==> src/rtl/mul_seq_pkg.sv <==
// Shared types for the mul_seq sequential shift-add multiplier.
package mul_seq_pkg;

  typedef enum logic [1:0] {
    IDLE = 2'd0,
    RUN  = 2'd1,
    DONE = 2'd2
  } state_t;

endpackage

==> src/rtl/mul_seq_if.sv <==
// Request/response bundle for mul_seq; sgn exists only with MUL_SEQ_SIGNED_EN.
interface mul_seq_if #(parameter int W = 8);
  logic           start;
`ifdef MUL_SEQ_SIGNED_EN
  logic           sgn;
`endif
  logic [W-1:0]   a;
  logic [W-1:0]   b;
  logic           busy;
  logic           done;
  logic [2*W-1:0] y;

`ifdef MUL_SEQ_SIGNED_EN
  modport master (output start, sgn, a, b, input busy, done, y);
  modport slave  (input start, sgn, a, b, output busy, done, y);
`else
  modport master (output start, a, b, input busy, done, y);
  modport slave  (input start, a, b, output busy, done, y);
`endif
endinterface

==> src/rtl/mul_seq_dp.sv <==
// Datapath for mul_seq: operand/accumulator registers and the shift-add step.
// Sign-magnitude handling is compiled in with MUL_SEQ_SIGNED_EN.
module mul_seq_dp #(
  parameter int W = 8
) (
  input  logic           clk,
  input  logic           rst,
  input  logic           load,
  input  logic           step,
  input  logic           finish,
`ifdef MUL_SEQ_SIGNED_EN
  input  logic           sgn,
`endif
  input  logic [W-1:0]   a,
  input  logic [W-1:0]   b,
  output logic           rb_last,
  output logic [2*W-1:0] y
);

  logic [2*W-1:0] ra;
  logic [W-1:0]   rb;
  logic [2*W-1:0] ry;
  logic [2*W-1:0] sum;
  logic [W-1:0]   amag;
  logic [W-1:0]   bmag;
  logic           neg_sel;

`ifdef MUL_SEQ_SIGNED_EN
  logic neg;

  // -2^(W-1) negates to itself, which read unsigned is exactly its magnitude
  assign amag    = (sgn && a[W-1]) ? -a : a;
  assign bmag    = (sgn && b[W-1]) ? -b : b;
  assign neg_sel = neg;

  always_ff @(posedge clk or negedge rst) begin
    if (!rst)      neg <= 1'b0;
    else if (load) neg <= sgn & (a[W-1] ^ b[W-1]);
  end
`else
  assign amag    = a;
  assign bmag    = b;
  assign neg_sel = 1'b0;
`endif

  assign sum     = rb[0] ? ry + ra : ry;
  assign rb_last = (rb[W-1:1] == '0);
  assign y       = ry;

  always_ff @(posedge clk or negedge rst) begin
    if (!rst) begin
      ra <= '0;
      rb <= '0;
      ry <= '0;
    end else if (load) begin
      ra <= {{W{1'b0}}, amag};
      rb <= bmag;
      ry <= '0;
    end else if (step) begin
      ra <= ra << 1;
      rb <= rb >> 1;
      ry <= (finish && neg_sel) ? -sum : sum;
    end
  end

endmodule

==> src/rtl/mul_seq.sv <==
// Sequential shift-add multiplier with start/busy/done handshake.
// Two's-complement mode is enabled by defining MUL_SEQ_SIGNED_EN.
module mul_seq
  import mul_seq_pkg::*;
#(
  parameter int W = 8
) (
  input  logic    clk,
  input  logic    rst,
  mul_seq_if.slave bus
);

  state_t state;
  state_t nxt;
  logic   load;
  logic   step;
  logic   finish;
  logic   rb_last;

  always_ff @(posedge clk or negedge rst) begin
    if (!rst) state <= IDLE;
    else      state <= nxt;
  end

  // The shift that empties rb is the final step, so finish coincides with it
  always_comb begin
    nxt    = state;
    load   = 1'b0;
    step   = 1'b0;
    finish = 1'b0;
    case (state)
      IDLE, DONE: begin
        if (bus.start) begin
          load = 1'b1;
          nxt  = (bus.b == '0) ? DONE : RUN;
        end else begin
          nxt  = IDLE;
        end
      end
      RUN: begin
        step = 1'b1;
        if (rb_last) begin
          finish = 1'b1;
          nxt    = DONE;
        end
      end
      default: nxt = IDLE;
    endcase
  end

  assign bus.busy = (state == RUN);
  assign bus.done = (state == DONE);

  mul_seq_dp #(.W(W)) u_dp (
    .clk     (clk),
    .rst     (rst),
    .load    (load),
    .step    (step),
    .finish  (finish),
`ifdef MUL_SEQ_SIGNED_EN
    .sgn     (bus.sgn),
`endif
    .a       (bus.a),
    .b       (bus.b),
    .rb_last (rb_last),
    .y       (bus.y)
  );

endmodule

==> src/flat_wrapper.sv <==
// flat-port wrapper written by rule: the top's interface ports become plain ports
module mul_seq_flat import mul_seq_pkg::*;
#(
  parameter int W = 8
)
  (clk, rst, bus_start, bus_a, bus_b, bus_busy, bus_done, bus_y);
  mul_seq_if #(.W(W)) bus_i ();
  input  logic clk;
  input  logic rst;
  input wire logic [$bits(bus_i.start)-1:0] bus_start;
  input wire logic [$bits(bus_i.a)-1:0] bus_a;
  input wire logic [$bits(bus_i.b)-1:0] bus_b;
  output wire logic [$bits(bus_i.busy)-1:0] bus_busy;
  output wire logic [$bits(bus_i.done)-1:0] bus_done;
  output wire logic [$bits(bus_i.y)-1:0] bus_y;
  assign bus_i.start = bus_start;
  assign bus_i.a = bus_a;
  assign bus_i.b = bus_b;
  assign bus_busy = bus_i.busy;
  assign bus_done = bus_i.done;
  assign bus_y = bus_i.y;
  mul_seq #(.W(W)) u_core (.clk(clk), .rst(rst), .bus(bus_i));
endmodule
==> config.mk <==
export PLATFORM = sky130hd
export DESIGN_NAME = mul_seq_flat
export DESIGN_NICKNAME = d
export VERILOG_FILES = /design/src/rtl/mul_seq_pkg.sv /design/src/rtl/mul_seq_if.sv /design/src/rtl/mul_seq_dp.sv /design/src/rtl/mul_seq.sv /design/src/flat_wrapper.sv
export SDC_FILE = /design/constraint.sdc
export NUM_CORES = 1
export LEC_CHECK = 0
export ABC_AREA = 1
export CAP_MARGIN = 0
export CORE_ASPECT_RATIO = 0.75
export CORE_MARGIN = 2
export CORE_UTILIZATION = 55
export DETAILED_ROUTE_END_ITERATION = 16
export PLACE_DENSITY_LB_ADDON = 0.2
export SLEW_MARGIN = 0
export SYNTH_ARGS = -nofsm -noshare
export SYNTH_HDL_FRONTEND = slang
export SYNTH_SLANG_ARGS = --single-unit
==> constraint.sdc <==
create_clock -name clk -period 2.1 [get_ports clk]
set_input_delay 0.42 -clock clk [delete_from_list [all_inputs] [get_ports clk]]
set_output_delay 0.42 -clock clk [all_outputs]
set_load 0.01 [all_outputs]
==> results of run 1 <==
[area by class of cell]
cell class	count	area, sq um	area share
Multi-Input combinational cell	238	1280	0.409
Sequential cell	42	1050	0.335
Timing Repair Buffer	38	383	0.122
Inverter	62	233	0.0743
Tap cell	57	71.3	0.0228
Clock buffer	5	68.8	0.0220
Clock inverter	3	43.8	0.0140
[worst register-to-register path, delay by kind of cell (launching register included)]
kind / cells / cell delay, ns
simple gates: 8 / 0.71
flops: 1 / 0.41
fa+ha+maj: 2 / 0.61
[final timing paths]
check | startpoint | endpoint | slack, ns | depth (start not counted)
max reg2reg | u_core.u_dp.y[0]$_DFFE_PN0P_ | u_core.u_dp.y[14]$_DFFE_PN0P_ | 0.27 | 10
min | rst | u_core.u_dp.y[1]$_DFFE_PN0P_ | 0.04 | 1
max | u_core.state[1]$_DFFE_PN0P_ | bus_busy | 0.25 | 2
max in group asynchronous | rst | u_core.state[1]$_DFFE_PN0P_ | 1.58 | 2
min reg2reg | u_core.u_dp.y[3]$_DFFE_PN0P_ | u_core.u_dp.y[3]$_DFFE_PN0P_ | 0.52 | 1
min in group clk | u_core.u_dp.y[3]$_DFFE_PN0P_ | u_core.u_dp.y[3]$_DFFE_PN0P_ | 0.52 | 1
[logic make-up (layout without fill, tap and decap cells)]
| group | count (synthesis) | in the layout |
|---|---|---|
| AND/OR/NAND/NOR | 157 | 157 |
| adder cells (fa/ha/maj) | 16 | 16 |
| buffers and inverters | 69 | 108 |
| XOR/XNOR | 1 | 1 |
| AO/OA/AOI/OAI | 64 | 64 |
| flip-flops | 42 | 42 |
[state kept, by name, indices dropped and copies added, names as in the netlist]
signal,count
u_core.state,2
u_core.u_dp.ra,16
u_core.u_dp.rb,8
u_core.u_dp.y,16
[stage by stage]
stage,power (mW),cell area [sq um]
floorplan,3.11,2610
global placement,3.73,3020
detailed placement,3.81,3020
CTS,4.50,3130
global route,4.89,3130
finish,4.49,3130
[power by group through the flow]
stage / registers [mW] / clock network, mW / logic, mW
2_1_floorplan: 1.37 / 0 / 1.74
3_3_place_gp: 1.39 / 0 / 2.34
3_5_place_dp: 1.40 / 0 / 2.41
4_1_cts: 1.39 / 0.675 / 2.44
5_1_grt: 1.43 / 0.705 / 2.75
6_report: 1.39 / 0.667 / 2.43
[layer usage]
metal  part of all wire  global-route usage  up-vias  wire [microns]
met5                  0                   0        -               0
met4             0.0092              0.0484        0              53
met3              0.060              0.0511        5             349
met2               0.45               0.376       52            2580
met1               0.49               0.331     1113            2810
li1                   -                   -     1199               -
[layout by cell type, fill, tap and decap left out, drive strengths merged, types with 12 or more instances in the layout]
master,n
a21oi,12
clkdlybuf4s50,35
dfrtp,42
ha,15
inv,63
nand2,107
nand3,18
nor2,17
o21ai,32
==> impl_metrics.py, run 1 <==
metrics = {
    "yosys": {
        "netlist_area_sq_um": 2610,
        "synth_top_area_frac": 0.402,
        "synthXorXnorAreaFrac": 0.00335,
        "synth.most_common_cell": "nand2_1",
        "synthCells": 349,
        "synth_edf_count": 0,
        "synth_top_family_by_area": "simple AND/OR/NAND/NOR gates",
        "synth_common_cells": "nand2_1 (105), inv_1 (58), dfrtp_1 (42)",
        "syn-num-nets": 384,
        "synth_top_cell_by_area": "dfrtp_1",
        "ys_seq_elements": 42,
        "synth.mux.area_fraction": 0,
        "synth_area_leaders": "dfrtp_1 (40%), nand2_1 (15%), inv_1 (8.3%), ha_1 (7.2%), o21ai_0 (5.7%)",
        "synth-compound-area-share": 0.145,
        "yosysSeqAreaShare": 0.402,
        "syn_avg_cell_area_sq_um": 7.49,
        "yosysUniqueCellTypes": 32,
        "yosysWarnings": 0,
        "synthSimpleGateAreaFrac": 0.263,
        "synthArstFlopShare": 1.00,
        "synthAdderAreaFrac": 0.0795,
        "ys.flop_type": "dfrtp_1",
    },
    "cts": {
        "cts_hold_buf": 0,
        "clockBufferDepth": 2,
        "clk_pin_slew_ns": 0.08,
        "cts_buffers": 5,
        "root_buffer": "clkbuf_8",
        "clk_latency_ns": 0.31,
        "htree_levels": 2,
        "cts.sinks": 42,
        "cts_resized": 0,
        "tritoncts": "done",
        "postCtsSetupBuffers": 0,
    },
    "setup_path": {
        "worstPathCellList": "nor2_4 > clkdlybuf4s50_1",
        "worstSetupPathType": "register to primary output",
        "required_ns": 1.68,
        "critical-path-max-stage-delay_ns": 0.55,
        "path_max_fanout": 4,
        "path_delay_family": "buffers and inverters",
        "crit_slowest_cell": "clkdlybuf4s50_1",
        "critPathLaunchType": "register",
        "cp-end-kind": "primary output",
        "critPathArrivalTime_ns": 1.43,
        "worst-path-buf-inv": 1,
    },
    "routing": {
        "post_drt_wl_per_cell_microns": 13.0,
        "wirelength_mm": 5.79,
        "via_per_inst": 5.32,
        "dr.pass1.iters": 4,
        "route.detailed.drc": 0,
        "drtIter0Drc": 186,
        "vias": 2369,
        "drtAntennaViolNets": 0,
    },
    "sta": {
        "relSlewSlack": 0.714,
        "hold_viol_final": 0,
        "whs_ns": 0.0358,
        "finalCritPeriodShare": 0.879,
        "finalClockSkew_ns": 0.00432,
        "worst_pin_slew_ns": 0.428,
        "final.setup.worst_slack_ns": 0.254,
        "rsz0062_at_grt": "false",
        "tns_ns": 0,
        "finalSetupViolCount": 0,
        "report.final.slew_viol_count": 0,
        "fmax_mhz": 542,
        "post-route-min-period_ns": 1.85,
    },
    "floorplan": {
        "core_area_sq_um": 4520,
        "fp-row-count": 21,
        "ioPinCount": 37,
        "initial_core_util": 0.578,
        "die_y_microns": 63.7,
        "fp.dieArea_sq_um": 5320,
        "die_width_microns": 83.6,
    },
    "pwr": {
        "p_clk_frac": 0.149,
        "pwr-share-comb": 0.542,
        "leakagePower_nw": 1.68,
        "ir_drop_mv": 0.832,
        "powerDensity_nw_per_um2": 1430,
        "p_sw_frac": 0.450,
        "p_seq_frac": 0.309,
        "p_sw_mw": 2.02,
        "p_int_mw": 2.47,
    },
    "finish": {
        "final_cells": 445,
        "fillers": 397,
        "diodes": 0,
        "area_growth_pct": 19.9,
        "layout.nets": 422,
        "final_layout_size_suffix_gt1_frac": 0.0567,
        "final_util": 0.693,
    },
    "global_route": {
        "grt.total_usage": 0.235,
        "antenna_found_initial": 0,
        "grt_remaining_overflow": 0,
        "grt_pass1_wl_mm": 10.0,
        "grt_pass1_vias": 2174,
        "grt_max_degree": 28,
    },
    "placed_design": {
        "dp.cells": 437,
        "hpwl_mm": 4.33,
        "place_ws_ns": 0.217,
        "portBuffers": 36,
        "globalplace.congestion": 0.899,
    },
    "hold_path": {
        "min_path_type": "input port to async pin",
    },
    "outcome": {
        "status": "finished clean",
    },
    "run": {
        "cap_violations": 0,
    },
}
No activity file was read; power rests on OpenSTA's default activity.
==> run 2, diff against run 1 <==
--- a/config.mk
+++ b/config.mk
@@ -7,7 +7,6 @@
 export LEC_CHECK = 0
 export ABC_AREA = 1
 export CAP_MARGIN = 0
-export CORE_ASPECT_RATIO = 0.75
 export CORE_MARGIN = 2
 export CORE_UTILIZATION = 55
 export DETAILED_ROUTE_END_ITERATION = 16
==> impl_metrics.py, run 2 (synthesis results as in run 1) <==
metrics = {
    "routing": {
        "drtAntennaViolNets": 0,
        "vias": 2362,
        "drtIter0Drc": 137,
        "route.detailed.drc": 0,
        "dr.pass1.iters": 5,
        "post_drt_wl_per_cell_microns": 12.9,
        "via_per_inst": 5.33,
        "wirelength_mm": 5.71,
    },
    "placed_design": {
        "globalplace.congestion": 0.835,
        "portBuffers": 36,
        "hpwl_mm": 4.22,
    },
    "floorplan": {
        "fp-row-count": 25,
        "ioPinCount": 37,
        "core_area_sq_um": 4660,
        "fp.dieArea_sq_um": 5320,
        "initial_core_util": 0.561,
        "die_width_microns": 72.9,
        "die_y_microns": 72.9,
    },
    "finish": {
        "final_util": 0.670,
        "final_layout_size_suffix_gt1_frac": 0.0566,
        "layout_commonest_cell": "nand2_1",
        "fillers": 406,
        "diodes": 0,
        "final_cell_mix": "nand2_1 (105), inv_1 (58), dfrtp_1 (42), clkdlybuf4s50_1 (35), o21ai_0 (30)",
        "layout.nets": 423,
        "area_growth_pct": 19.5,
        "multi_input_comb_area_sq_um": 1280,
        "seq_area_sq_um": 1050,
    },
    "sta": {
        "tns_ns": 0,
        "post-route-min-period_ns": 1.84,
        "finalCritPeriodShare": 0.877,
        "rsz0062_at_grt": "false",
        "relSlewSlack": 0.653,
        "report.final.slew_viol_count": 0,
        "finalSetupViolCount": 0,
        "fmax_mhz": 543,
        "hold_viol_final": 0,
        "worst_pin_slew_ns": 0.521,
        "finalClockSkew_ns": 0.00945,
    },
    "outcome": {
        "status": "finished clean",
    },
    "cts": {
        "tritoncts": "done",
        "postCtsSetupBuffers": 0,
        "cts.sinks": 42,
        "root_buffer": "clkbuf_8",
        "clk_pin_slew_ns": 0.09,
        "clk_latency_ns": 0.31,
        "cts_hold_buf": 0,
        "cts_buffers": 5,
        "htree_levels": 2,
        "cts_resized": 0,
        "clockBufferDepth": 2,
    },
    "setup_path": {
        "cp-end-kind": "primary output",
        "r2r.worst_path.cells": 10,
        "required_ns": 1.68,
        "r2r-end": "u_core.u_dp.y[14]$_DFFE_PN0P_",
        "path_max_fanout": 4,
        "rr_startpoint": "u_core.u_dp.y[0]$_DFFE_PN0P_",
        "critPathArrivalTime_ns": 1.42,
        "critPathLaunchType": "register",
        "reg2reg_slack_ns": 0.26,
        "worstSetupPathType": "register to primary output",
    },
    "pwr": {
        "ir_drop_mv": 0.722,
        "powerDensity_nw_per_um2": 1440,
        "leakagePower_nw": 1.68,
    },
    "global_route": {
        "grt_max_degree": 43,
        "grt.total_usage": 0.237,
        "grt_pass1_vias": 2238,
        "antenna_found_initial": 0,
        "grt_pass1_wl_mm": 9.76,
        "grt_remaining_overflow": 0,
    },
    "run": {
        "cap_violations": 0,
    },
    "hold_path": {
        "min_path_type": "input port to async pin",
    },
}
run 2: cell count changes in the layout (fill, tap and decap cells not counted), sizes merged:
cell      before  now
buf            3    4
clkinv         1    0
inv           63   62
clkinvlp       0    1
clkbuf         5    6
run 2: layer usage:
layer,up-vias,global-route usage,share of wire,routed length [microns]
met3,13,0.0345,0.036,203
met5,-,0,0,0
li1,1208,-,-,-
met2,61,0.387,0.48,2730
met1,1080,0.314,0.47,2660
met4,0,0.103,0.020,117
run 2: how the worst max path moves through the flow:
stage,depth (start not counted),from,to
6_report,2,u_core.state[1]$_DFFE_PN0P_,bus_busy
5_1_grt,11,u_core.u_dp.y[0]$_DFFE_PN0P_,u_core.u_dp.y[10]$_DFFE_PN0P_
4_1_cts,2,u_core.state[1]$_DFFE_PN0P_,bus_busy
3_5_place_dp,5,bus_start,u_core.u_dp.y[0]$_DFFE_PN0P_
3_3_place_gp,5,bus_start,u_core.u_dp.y[0]$_DFFE_PN0P_
2_1_floorplan,8,u_core.u_dp.y[0]$_DFFE_PN0P_,u_core.u_dp.y[4]$_DFFE_PN0P_
run 2: metrics by stage:
step	setup slack [ns]	hold slack (ns)	instances	area, sq um	power (mW)
2_1_floorplan	0.375	0.124	349	2610	3.11
3_3_place_gp	0.342	0.504	435	3010	3.73
3_5_place_dp	0.326	0.510	435	3010	3.81
4_1_cts	0.251	0.195	443	3120	4.48
5_1_grt	0.143	0.243	443	3120	4.88
6_report	0.258	0.167	443	3120	4.48
run 2: final cells by class:
type / count / share of cell area
clock inverters: 2 / 0.0120
well taps: 54 / 0.0216
flip-flops and latches: 42 / 0.337
multi-input cells: 238 / 0.411
clock buffers: 6 / 0.0232
inverters: 62 / 0.0745
repair buffers: 39 / 0.121
run 2: report_power, final:
group / internal (mW) / total [mW] / switching (mW)
Clock: 0.355 / 0.658 / 0.303
Sequential: 1.15 / 1.38 / 0.232
Combinational: 0.968 / 2.44 / 1.48
Total: 2.47 / 4.48 / 2.01
run 2: worst max-delay path: stages (launching register included):
cell and delay [ns]:
dfrtp_1 0.41, nor2_4 0.15, clkdlybuf4s50_1 0.55
==> run 3, diff against run 2 <==
--- a/config.mk
+++ b/config.mk
@@ -11,6 +11,7 @@
 export CORE_UTILIZATION = 55
 export DETAILED_ROUTE_END_ITERATION = 16
 export PLACE_DENSITY_LB_ADDON = 0.2
+export SKIP_LAST_GASP = 1
 export SLEW_MARGIN = 0
 export SYNTH_ARGS = -nofsm -noshare
 export SYNTH_HDL_FRONTEND = slang
==> constraint.sdc (replaced) <==
create_clock -name clk -period 1.82 [get_ports clk]
set_input_delay 0.364 -clock clk [delete_from_list [all_inputs] [get_ports clk]]
set_output_delay 0.364 -clock clk [all_outputs]
set_load 0.01 [all_outputs]
==> impl_metrics.py, run 3 (synthesis results as in run 1) <==
metrics = {
    "outcome": {
        "status": "finished with violations",
        "violations": "hold timing",
    },
    "pwr": {
        "leakagePower_nw": 1.72,
        "ir_drop_mv": 0.995,
        "powerDensity_nw_per_um2": 1670,
        "p_sw_frac": 0.438,
        "p_seq_frac": 0.297,
        "p_clk_frac": 0.139,
        "p_int_mw": 3.04,
        "finalPower_mw": 5.41,
        "p_sw_mw": 2.37,
        "pwr-share-comb": 0.564,
    },
    "global_route": {
        "grt_remaining_overflow": 0,
        "antenna_found_initial": 0,
        "grt_pass1_vias": 2156,
        "grt_pass1_wl_mm": 9.60,
        "grt.total_usage": 0.235,
        "grt_max_degree": 27,
    },
    "finish": {
        "diodes": 0,
        "fillers": 380,
        "final_util": 0.696,
        "final_cell_mix": "nand2_1 (103), inv_1 (58), dfrtp_1 (42), clkdlybuf4s50_1 (34), o21ai_0 (29)",
        "layout_commonest_cell": "nand2_1",
        "stdcell_area_sq_um": 3240,
        "area_growth_pct": 24.1,
        "final_layout_size_suffix_gt1_frac": 0.0861,
        "final_cells": 449,
        "layout.nets": 429,
    },
    "sta": {
        "finalSetupViolCount": 0,
        "worst_pin_slew_ns": 0.422,
        "fmax_mhz": 575,
        "post-route-min-period_ns": 1.74,
        "finalCritPeriodShare": 0.955,
        "finalClockSkew_ns": 0.00809,
        "relSlewSlack": 0.718,
        "report.final.slew_viol_count": 0,
        "whs_ns": -0.0135,
        "hold_viol_final": 16,
    },
    "placed_design": {
        "postPlaceCellArea_sq_um": 3090,
        "portBuffers": 36,
        "hpwl_mm": 4.37,
        "globalplace.congestion": 0.892,
        "dp.cells": 440,
    },
    "cts": {
        "cts_hold_buf": 0,
        "tritoncts": "done",
        "htree_levels": 2,
        "clk_pin_slew_ns": 0.09,
        "clockBufferDepth": 2,
        "cts_buffers": 5,
        "root_buffer": "clkbuf_8",
        "cts.sinks": 42,
        "clk_latency_ns": 0.30,
    },
    "routing": {
        "drtIter0Drc": 175,
        "post_drt_wl_per_cell_microns": 13.1,
        "dr.pass1.iters": 4,
        "drtAntennaViolNets": 0,
        "via_per_inst": 5.34,
        "wirelength_mm": 5.88,
        "route.detailed.drc": 0,
        "vias": 2397,
    },
    "setup_path": {
        "rr_startpoint": "u_core.u_dp.y[0]$_DFFE_PN0P_",
        "required_ns": 2.02,
        "cp-end-kind": "register",
        "setup.worst_path.start": "u_core.u_dp.y[0]$_DFFE_PN0P_",
        "r2r-end": "u_core.u_dp.y[10]$_DFFE_PN0P_",
        "worstSetupPathType": "register to register",
        "reg2reg_slack_ns": 0.08,
        "critPathLaunchType": "register",
        "critPathArrivalTime_ns": 1.94,
        "path_max_fanout": 4,
        "r2r.worst_path.cells": 10,
    },
    "run": {
        "cap_violations": 0,
    },
    "hold_path": {
        "min_path_type": "input port to async pin",
    },
    "floorplan": {
        "core_area_sq_um": 4660,
        "fp.dieArea_sq_um": 5320,
        "ioPinCount": 37,
        "initial_core_util": 0.561,
        "die_y_microns": 72.9,
        "fp-row-count": 25,
        "die_width_microns": 72.9,
    },
}
## run 3: power by group through the flow
stage / logic, mW / registers [mW] / clock network, mW
2_1_floorplan: 2.01 / 1.58 / 0
3_3_place_gp: 2.89 / 1.59 / 0
3_5_place_dp: 2.97 / 1.61 / 0
4_1_cts: 2.99 / 1.59 / 0.768
5_1_grt: 3.44 / 1.65 / 0.800
6_report: 3.05 / 1.61 / 0.752
## run 3: cell type report
cell class,count,area (sq um),share of cell area
clock buffers,6,72.6,0.0224
repair buffers,45,463,0.143
clock inverters,2,37.5,0.0116
well taps,54,67.6,0.0208
inverters,62,233,0.0718
flip-flops and latches,42,1050,0.324
multi-input cells,238,1320,0.406
## run 3: stage by stage
| step | setup slack, ns | setup TNS [ns] |
|---|---|---|
| 6_report | 0.0816 | 0 |
| 5_1_grt | -0.0408 | -0.0458 |
| 4_1_cts | 0.00346 | 0 |
| 3_5_place_dp | 0.0200 | 0 |
| 3_3_place_gp | 0.0953 | 0 |
| 2_1_floorplan | 0.0948 | 0 |
## run 3: metal layers
layer  part of all wire  track usage  wire [microns]  vias to the layer above
met2               0.48        0.396            2850                       71
met5                  0            0               0                        -
li1                   -            -               -                     1217
met1               0.46        0.307            2680                     1100
met3              0.045       0.0428             263                        9
met4              0.015       0.0761              88                        0
## run 3: how the worst max path moves through the flow
stage | slack (ns) | depth (start not counted) | endpoint
4_1_cts | 0.003 | 8 | u_core.u_dp.y[4]$_DFFE_PN0P_
3_3_place_gp | 0.1 | 8 | u_core.u_dp.y[4]$_DFFE_PN0P_
6_report | 0.08 | 10 | u_core.u_dp.y[10]$_DFFE_PN0P_
2_1_floorplan | 0.09 | 8 | u_core.u_dp.y[4]$_DFFE_PN0P_
3_5_place_dp | 0.02 | 8 | u_core.u_dp.y[4]$_DFFE_PN0P_
5_1_grt | -0.04 | 10 | u_core.u_dp.y[10]$_DFFE_PN0P_
## run 3: worst max-delay path, cell delays in order (launching register included)
cell      delay, ns
dfrtp_1        0.40
ha_2           0.20
fa_2           0.33
nand2_1        0.09
nand2_1        0.09
nand3_1        0.09
nand2_2        0.09
nand2_1        0.11
nand3b_1       0.10
nand3_1        0.09
nand2_1        0.05
## run 3: what timing repair did
action,4_1_cts,5_1_grt
buffers inserted,0,1
gates resized for setup,0,8
hold endpoints to repair,0,0
endpoints found under the setup margin,0,8
